<file path="src/rtl/tof_i2c_txn_ctrl_pkg.sv">
// Shared types and widths for the ToF I2C transaction controller.
package tof_i2c_txn_ctrl_pkg;

    typedef enum logic [2:0] {
        ST_IDLE,
        ST_PRIME,
        ST_START,
        ST_XFER,
        ST_DRAIN,
        ST_ABORT
    } txn_state_t;

    localparam int unsigned SLAVE_ADDR_W       = 7;
    localparam int unsigned REG_ADDR_W         = 16;
    localparam int unsigned NB_W_DEF           = 17;
    localparam int unsigned TIMEOUT_CYCLES_DEF = 1048576;

    // Watchdog counter width: holds values 0..cycles-1.
    function automatic int unsigned wd_width(input int unsigned cycles);
        return (cycles < 2) ? 1 : $clog2(cycles);
    endfunction

endpackage

</file>
<file path="src/rtl/tof_i2c_byte_fifo.sv">
// Synchronous byte FIFO; push while full is accepted only alongside a pop.
module tof_i2c_byte_fifo #(
    parameter int unsigned DEPTH = 16
) (
    input  logic                       clock,
    input  logic                       reset,
    input  logic                       flush,
    input  logic                       push,
    input  logic [7:0]                 push_data,
    input  logic                       pop,
    output logic [7:0]                 head_data,
    output logic                       full,
    output logic                       empty,
    output logic [$clog2(DEPTH):0]     count
);

    localparam int unsigned AW = $clog2(DEPTH);
    localparam int unsigned CW = AW + 1;

    logic [7:0]    mem [DEPTH];
    logic [AW-1:0] wr_ptr;
    logic [AW-1:0] rd_ptr;
    logic          push_eff;
    logic          pop_eff;

    assign empty     = (count == '0);
    assign full      = (count == CW'(DEPTH));
    assign pop_eff   = pop && !empty && !flush;
    assign push_eff  = push && !flush && (!full || pop_eff);
    assign head_data = empty ? '0 : mem[rd_ptr];

    always_ff @(posedge clock) begin
        if (reset || flush) begin
            wr_ptr <= '0;
            rd_ptr <= '0;
            count  <= '0;
        end else begin
            if (push_eff) wr_ptr <= wr_ptr + AW'(1);
            if (pop_eff)  rd_ptr <= rd_ptr + AW'(1);
            case ({push_eff, pop_eff})
                2'b10:   count <= count + CW'(1);
                2'b01:   count <= count - CW'(1);
                default: count <= count;
            endcase
        end
    end

    always_ff @(posedge clock) begin
        if (push_eff) mem[wr_ptr] <= push_data;
    end

endmodule

</file>
<file path="src/rtl/tof_i2c_txn_ctrl.sv">
// Register-level transaction sequencer in front of the I2C byte engine:
// write-byte buffering, read-byte streaming, underrun/watchdog abort.
module tof_i2c_txn_ctrl
    import tof_i2c_txn_ctrl_pkg::*;
#(
    parameter int unsigned FIFO_DEPTH     = 16,
    parameter int unsigned TIMEOUT_CYCLES = TIMEOUT_CYCLES_DEF,
    parameter int unsigned NB_W           = NB_W_DEF
) (
    input  logic                    clock,
    input  logic                    reset,
    input  logic                    req_valid,
    output logic                    req_ready,
    input  logic [SLAVE_ADDR_W-1:0] req_slave_addr,
    input  logic [REG_ADDR_W-1:0]   req_reg_addr,
    input  logic                    req_is_read,
    input  logic [7:0]              req_len,
    input  logic                    wr_valid,
    input  logic [7:0]              wr_data,
    output logic                    wr_ready,
    output logic                    rd_valid,
    output logic [7:0]              rd_data,
    output logic                    busy,
    output logic                    done,
    output logic                    error,
    output logic                    i2c_start,
    output logic                    i2c_reset,
    output logic [SLAVE_ADDR_W-1:0] i2c_slave_addr,
    output logic [REG_ADDR_W-1:0]   i2c_reg_addr,
    output logic                    i2c_is_read,
    output logic [NB_W-1:0]         i2c_nb_of_bytes,
    output logic [7:0]              i2c_data_in,
    input  logic                    i2c_ready,
    input  logic [7:0]              i2c_data_out
);

    localparam int unsigned    CW      = $clog2(FIFO_DEPTH) + 1;
    localparam int unsigned    TO_W    = wd_width(TIMEOUT_CYCLES);
    localparam logic [TO_W-1:0] WD_LAST = TO_W'(TIMEOUT_CYCLES - 1);

    txn_state_t      state;
    txn_state_t      state_next;
    logic            ready_q;
    logic            byte_evt;
    logic            xfer_evt;
    logic            accept;
    logic            len_zero;
    logic [7:0]      remaining;
    logic [7:0]      rem_dec;
    logic [7:0]      nb_after;
    logic            last_byte;
    logic            push_now;
    logic            underrun;
    logic            timeout;
    logic            done_set;
    logic [TO_W-1:0] wd_cnt;
    logic            abort_cnt;
    logic            fifo_pop;
    logic            fifo_flush;
    logic            fifo_full;
    logic            fifo_empty;
    logic [CW-1:0]   fifo_count;

    assign byte_evt  = i2c_ready && !ready_q;
    assign xfer_evt  = (state == ST_XFER) && byte_evt;
    assign accept    = req_valid && req_ready;
    assign len_zero  = (req_len == '0);
    assign rem_dec   = remaining - 8'd1;
    assign nb_after  = rem_dec - 8'd1;
    assign last_byte = (rem_dec == '0);
    assign push_now  = wr_valid && wr_ready;
    assign wr_ready  = !fifo_full;
    assign fifo_pop  = xfer_evt && !i2c_is_read;

    // Underrun means no byte will be at the FIFO head after this edge,
    // counting a push that lands in the same cycle as the pop.
    assign underrun = fifo_pop && !last_byte && (fifo_count <= CW'(1)) && !push_now;
    assign timeout  = ((state == ST_XFER) || (state == ST_DRAIN)) && !byte_evt
                      && (wd_cnt == WD_LAST);
    assign done_set = ((state == ST_IDLE) && accept && len_zero)
                   || ((state == ST_DRAIN) && !i2c_ready)
                   || ((state == ST_ABORT) && abort_cnt);

    always_ff @(posedge clock) begin
        if (reset) state <= ST_IDLE;
        else       state <= state_next;
    end

    always_comb begin
        state_next = state;
        case (state)
            ST_IDLE:  if (accept && !len_zero) state_next = ST_PRIME;
            ST_PRIME: if (i2c_is_read || !fifo_empty) state_next = ST_START;
            ST_START: state_next = ST_XFER;
            ST_XFER: begin
                if (timeout || underrun)     state_next = ST_ABORT;
                else if (xfer_evt && last_byte) state_next = ST_DRAIN;
            end
            ST_DRAIN: begin
                if (!i2c_ready)   state_next = ST_IDLE;
                else if (timeout) state_next = ST_ABORT;
            end
            ST_ABORT: if (abort_cnt) state_next = ST_IDLE;
            default:  state_next = ST_IDLE;
        endcase
    end

    always_comb begin
        req_ready  = 1'b0;
        busy       = 1'b1;
        i2c_start  = 1'b0;
        i2c_reset  = reset;
        fifo_flush = 1'b0;
        case (state)
            ST_IDLE: begin
                req_ready = !reset;
                busy      = 1'b0;
            end
            ST_START: i2c_start = 1'b1;
            ST_ABORT: begin
                i2c_reset  = 1'b1;
                fifo_flush = 1'b1;
            end
            default: ;
        endcase
    end

    always_ff @(posedge clock) begin
        if (reset) begin
            ready_q         <= 1'b0;
            remaining       <= '0;
            wd_cnt          <= '0;
            abort_cnt       <= 1'b0;
            done            <= 1'b0;
            error           <= 1'b0;
            rd_valid        <= 1'b0;
            rd_data         <= '0;
            i2c_slave_addr  <= '0;
            i2c_reg_addr    <= '0;
            i2c_is_read     <= 1'b0;
            i2c_nb_of_bytes <= '0;
        end else begin
            ready_q   <= i2c_ready;
            done      <= done_set;
            rd_valid  <= xfer_evt && i2c_is_read;
            abort_cnt <= (state == ST_ABORT) && !abort_cnt;
            if (xfer_evt && i2c_is_read) rd_data <= i2c_data_out;

            if (accept) begin
                i2c_slave_addr <= req_slave_addr;
                i2c_reg_addr   <= req_reg_addr;
                i2c_is_read    <= req_is_read;
                remaining      <= req_len;
                error          <= len_zero;
            end else if (underrun || timeout) begin
                error <= 1'b1;
            end

            if ((state == ST_PRIME) && (state_next == ST_START))
                i2c_nb_of_bytes <= NB_W'(rem_dec);
            if (xfer_evt) begin
                remaining       <= rem_dec;
                i2c_nb_of_bytes <= last_byte ? '0 : NB_W'(nb_after);
            end

            if ((state == ST_START) || byte_evt)
                wd_cnt <= '0;
            else if ((state == ST_XFER) || (state == ST_DRAIN))
                wd_cnt <= wd_cnt + TO_W'(1);
        end
    end

    tof_i2c_byte_fifo #(
        .DEPTH (FIFO_DEPTH)
    ) u_fifo (
        .clock     (clock),
        .reset     (reset),
        .flush     (fifo_flush),
        .push      (wr_valid),
        .push_data (wr_data),
        .pop       (fifo_pop),
        .head_data (i2c_data_in),
        .full      (fifo_full),
        .empty     (fifo_empty),
        .count     (fifo_count)
    );

endmodule
</file>
<file path="config.mk">
export PLATFORM = sky130hd
export DESIGN_NAME = tof_i2c_txn_ctrl
export DESIGN_NICKNAME = d
export VERILOG_FILES = /design/src/rtl/tof_i2c_txn_ctrl_pkg.sv /design/src/rtl/tof_i2c_byte_fifo.sv /design/src/rtl/tof_i2c_txn_ctrl.sv
export SDC_FILE = /design/constraint.sdc
export NUM_CORES = 1
export LEC_CHECK = 0
export ABC_CLOCK_PERIOD_IN_PS = 2800
export BUFFER_PORTS_ARGS = -buffer_cell sky130_fd_sc_hd__buf_2
export CAP_MARGIN = 20
export CORE_MARGIN = 4
export CORE_UTILIZATION = 30
export CTS_CLUSTER_DIAMETER = 40
export CTS_CLUSTER_SIZE = 24
export DETAILED_ROUTE_END_ITERATION = 12
export PLACE_DENSITY = 0.5
export RECOVER_POWER = 100
export SYNTH_ARGS = -nofsm -noshare
export SYNTH_HDL_FRONTEND = slang
export SYNTH_SLANG_ARGS = --single-unit
</file>
<file path="constraint.sdc">
create_clock -name clock -period 2.8 [get_ports clock]
set_input_delay 0.28 -clock clock [delete_from_list [all_inputs] [get_ports clock]]
set_output_delay 0.28 -clock clock [all_outputs]
set_load 0.005 [all_outputs]
</file>
==> results.txt <==
The core occupancy in the finished layout is 39.1%. The count of unique library cells instantiated by Yosys came out at 58. By area the synthesized netlist is led by sky130_fd_sc_hd__edfxtp_1 41%, sky130_fd_sc_hd__dfxtp_1 20%, sky130_fd_sc_hd__mux4_2 9.7%. The core region is 0.0306 mm^2. Routability-driven placement finished with a final weighted congestion of slightly below 0.8. The finished layout cell area is approximately 0.012 mm^2.

The top cell type by area accounts for 41.4% of the synthesized area. For this run, the slowest stage of the critical path takes ~0.5 ns. The total count of max-transition violations in the final report is 0. Among cell families on the critical path, the largest total delay comes from multiplexers. The total of max-cap violations came out at 0. Headroom to the max-slew limit came out at 51.2%. The leading cell type by number of instances after synthesis is sky130_fd_sc_hd__edfxtp_1. Of all cell types, the one taking the most synthesized area is sky130_fd_sc_hd__edfxtp_1. The data arrival time of the worst path came out at roughly 2.5 ns. The final number of setup-violating endpoints came out at 0. The tree is rooted in a sky130_fd_sc_hd__clkbuf_16. The combined buffer and inverter count along the critical path is 3.

The placed wire-length estimate came out at 14100 um. The number of hold violations in the final report is 0. The slowest cell on the critical path is sky130_fd_sc_hd__mux4_2. The commonest cells after synthesis are 128 x sky130_fd_sc_hd__edfxtp_1, 93 x sky130_fd_sc_hd__dfxtp_1, 91 x sky130_fd_sc_hd__nand2_1. The number of sinks driven by the clock tree came out at between 200 and 250. Detailed routing inserted a total of roughly 6000 vias.

During placement, the flow inserted port buffers numbering around 110. The capturing element type of the critical path is a primary output. Summing all placed instances gives a cell area of 0.0104 mm^2. The critical path goes through buf_12, buf_16, mux4_2, mux4_2, nor2b_1, buf_2. The gate count of the mapped netlist came out at 727. For this run, design rule violations remaining after detail routing come to 0. The floorplan has 64 rows.

The min-delay analysis places its worst path in the category in2reg. The maximum clock rate is 367 MHz. The dominant register cell in the synthesized netlist is sky130_fd_sc_hd__edfxtp_1. The final critical-path required period is 2.73 ns. The flow ran to the end, and the final reports show no timing, DRC or antenna violations. The final layout net count came out at approximately 970. The initial utilization of the core area, before any placement, comes to 30.4%. The antenna violation net count after detailed routing came out at 0.

After synthesis the cells add up to between 0.009 and 0.01 mm^2. The floorplan die height came out at 184 um. For the final database, setup skew stands at 0.0299 ns. The worst setup path category is reg2out. The total leakage power came out at approximately 4.2 nW. The total CTS buffers came out at 36. The peak supply drop came out at 389 uV. The nature of the critical path startpoint is a flop.

In this run the number of H-tree levels came out at 2. The worst hold path was traced through 3 stages. After synthesis, the share of flip-flops with an asynchronous set or reset is 0%. The floorplan die width is 184 um. In this run the count of I/O pins placed on the die edge is approximately 120.

The number of stages on the worst setup path is 6. At the later pin of the worst-skew pair, clock insertion delay measures 0.51 ns. The share of the cycle needed by the critical path after routing is 97.4%. The number of flops mapped to enable cells by yosys came out at 128. The number of antenna repair diodes is 0.

The initial antenna violation count came out at 0. In this run, synthesis produced a sequential element count of 221. The number of fill cells is 2933. The signed area change from the synthesized netlist to the final layout is 28.5%. Counting along the longest clock path gives a buffer depth of 3.

Summed over all layers, the global routing overflow is 0. The largest net degree at the start of global routing came out at 52. The violation count after the first detailed-routing iteration came out at 336. The overall fraction of global-route tracks in use is 12.2%. In the final layout, the share of cells above drive strength 1 is 23.8%. The first-pass iteration count of the detailed router is 4. The detail-routed net length per standard cell came out at 15.8 um.

The fraction of the yosys area taken by sequential cells is 61.4%. TritonCTS built the clock tree. The ratio of routed vias to standard cells came out at ~4.6. Each instance of the synthesized netlist takes up on average 12.8 um^2. The die covers roughly 0.034 mm^2. The total power divided by cell area is approximately 770 mW/mm^2. Setup repair after global routing could not meet its margin everywhere. The via count of the first global-routing pass is 6045. Summed over all layers, the routed wires come to 20900 um. Counting cells, the worst reg-to-reg path comes to 9. In this run the worst path has a maximum fanout of 8.

The actual slew at the worst max-slew pin is 0.733 ns. The first-pass GRT wire length is roughly 33000 um. The cell that appears most often on the critical path is sky130_fd_sc_hd__mux4_2.

The required time of the worst setup path is around 2.5 ns. The total number of yosys warnings is 0. After clock tree synthesis, the clock-pin slew on the worst setup and hold paths is ~0.06 ns.
layer usage:
| layer | vias to the layer above | wire length [um] | part of all wire, % | track usage (%) |
|---|---|---|---|---|
| li1 | 2985 | - | - | - |
| met1 | 2895 | 9510 | 46 | 16.5 |
| met2 | 112 | 9940 | 48 | 19.5 |
| met3 | 43 | 850 | 4.1 | 2.65 |
| met4 | 0 | 565 | 2.7 | 4.20 |
| met5 | - | 0 | 0 | 0 |
kinds of logic (layout without fill, tap and decap cells):
kind of cell / Yosys count / after routing / synth area share (%)
simple gates: 291 / 291 / 15.7
compound gates: 61 / 61 / 4.25
buf+inv: 55 / 248 / 2.77
mux: 46 / 46 / 10.4
flops: 221 / 221 / 61.4
fa+ha+maj: 14 / 14 / 1.89
xor+xnor: 38 / 38 / 3.58
other cells: 1 / 9 / 0.0404
tightest hold or removal path, stage by stage:
cell                      delay [ns]
sky130_fd_sc_hd__buf_2          0.10
sky130_fd_sc_hd__nand3_1        0.06
sky130_fd_sc_hd__a21oi_1        0.05
repair_timing:
item / CTS / global route
hold buffers: 24 / 0
gates resized for setup: 6 / 2
setup buffers: 2 / 1
endpoints found under the hold margin: 24 / 0
setup endpoints to repair: 7 / 9
gates cloned: 3 / 0
path summary, 6_finish.rpt:
kind,from,to,slack [ns]
setup / recovery,flop,i2c_data_in[6],0.07
hold / removal,i2c_data_out[0],rd_data[0],0.05
setup reg to reg,state[1],u_fifo.count[3],0.40
hold reg to reg,rd_data[1],rd_data[1],0.45
layout by cell type, fill, tap and decap left out, drive strengths merged, types with 19 or more instances in the layout:
cell         instances
dfxtp               93
a21oi               25
nand3               19
inv                 22
xnor2               20
nand2               91
edfxtp             128
clkbuf              88
dlygate4sd3         24
buf                100
nand3b              25
mux4                40
nor2                87
report_power, final:
part	internal [mW]	leakage, nW	switching [mW]	total (mW)
registers	3.60	1.91	0.113	3.71
clock network	2.77	0.603	1.64	4.41
logic	0.456	1.72	0.625	1.08
layout make-up:
| type | count | area (um^2) | area share (%) |
|---|---|---|---|
| Sequential cell | 221 | 5710 | 47.8 |
| Timing Repair Buffer | 169 | 1080 | 9.05 |
| Multi-Input combinational cell | 459 | 3370 | 28.2 |
| Clock buffer | 43 | 988 | 8.27 |
| Tap cell | 396 | 495 | 4.15 |
| Clock inverter | 23 | 250 | 2.09 |
| Inverter | 13 | 48.8 | 0.409 |
registers in the layout, summed over array words and instances (netlist names), named ones only:
| register | count |
|---|---|
| rd_valid | 1 |
| remaining | 8 |
| state | 3 |
| wd_cnt | 20 |
| i2c_nb_of_bytes | 8 |
| u_fifo.rd_ptr | 4 |
| u_fifo.wr_ptr | 4 |
| done | 1 |
| rd_data | 8 |
| i2c_reg_addr | 16 |
| i2c_slave_addr | 7 |
| ready_q | 1 |
| abort_cnt | 1 |
| u_fifo.count | 5 |
| i2c_is_read | 1 |
| u_fifo.mem | 128 |
| error | 1 |
per-stage QoR:
stage                     hold WS [ns]  total power, mW  TNS (ns)  worst slack (ns)  std cells
after floorplan                  0.379             4.44         0             0.359        735
after global placement           0.439             4.84         0             0.351       1229
after detailed placement         0.444             4.84         0             0.278       1229
after CTS                       0.0331             9.36   -0.0809           -0.0164       1324
after global routing            0.0440             9.63   -0.0478           -0.0143       1324
final                           0.0547             9.20         0            0.0717       1324
Note: power is estimated with default switching activity, not from simulation.
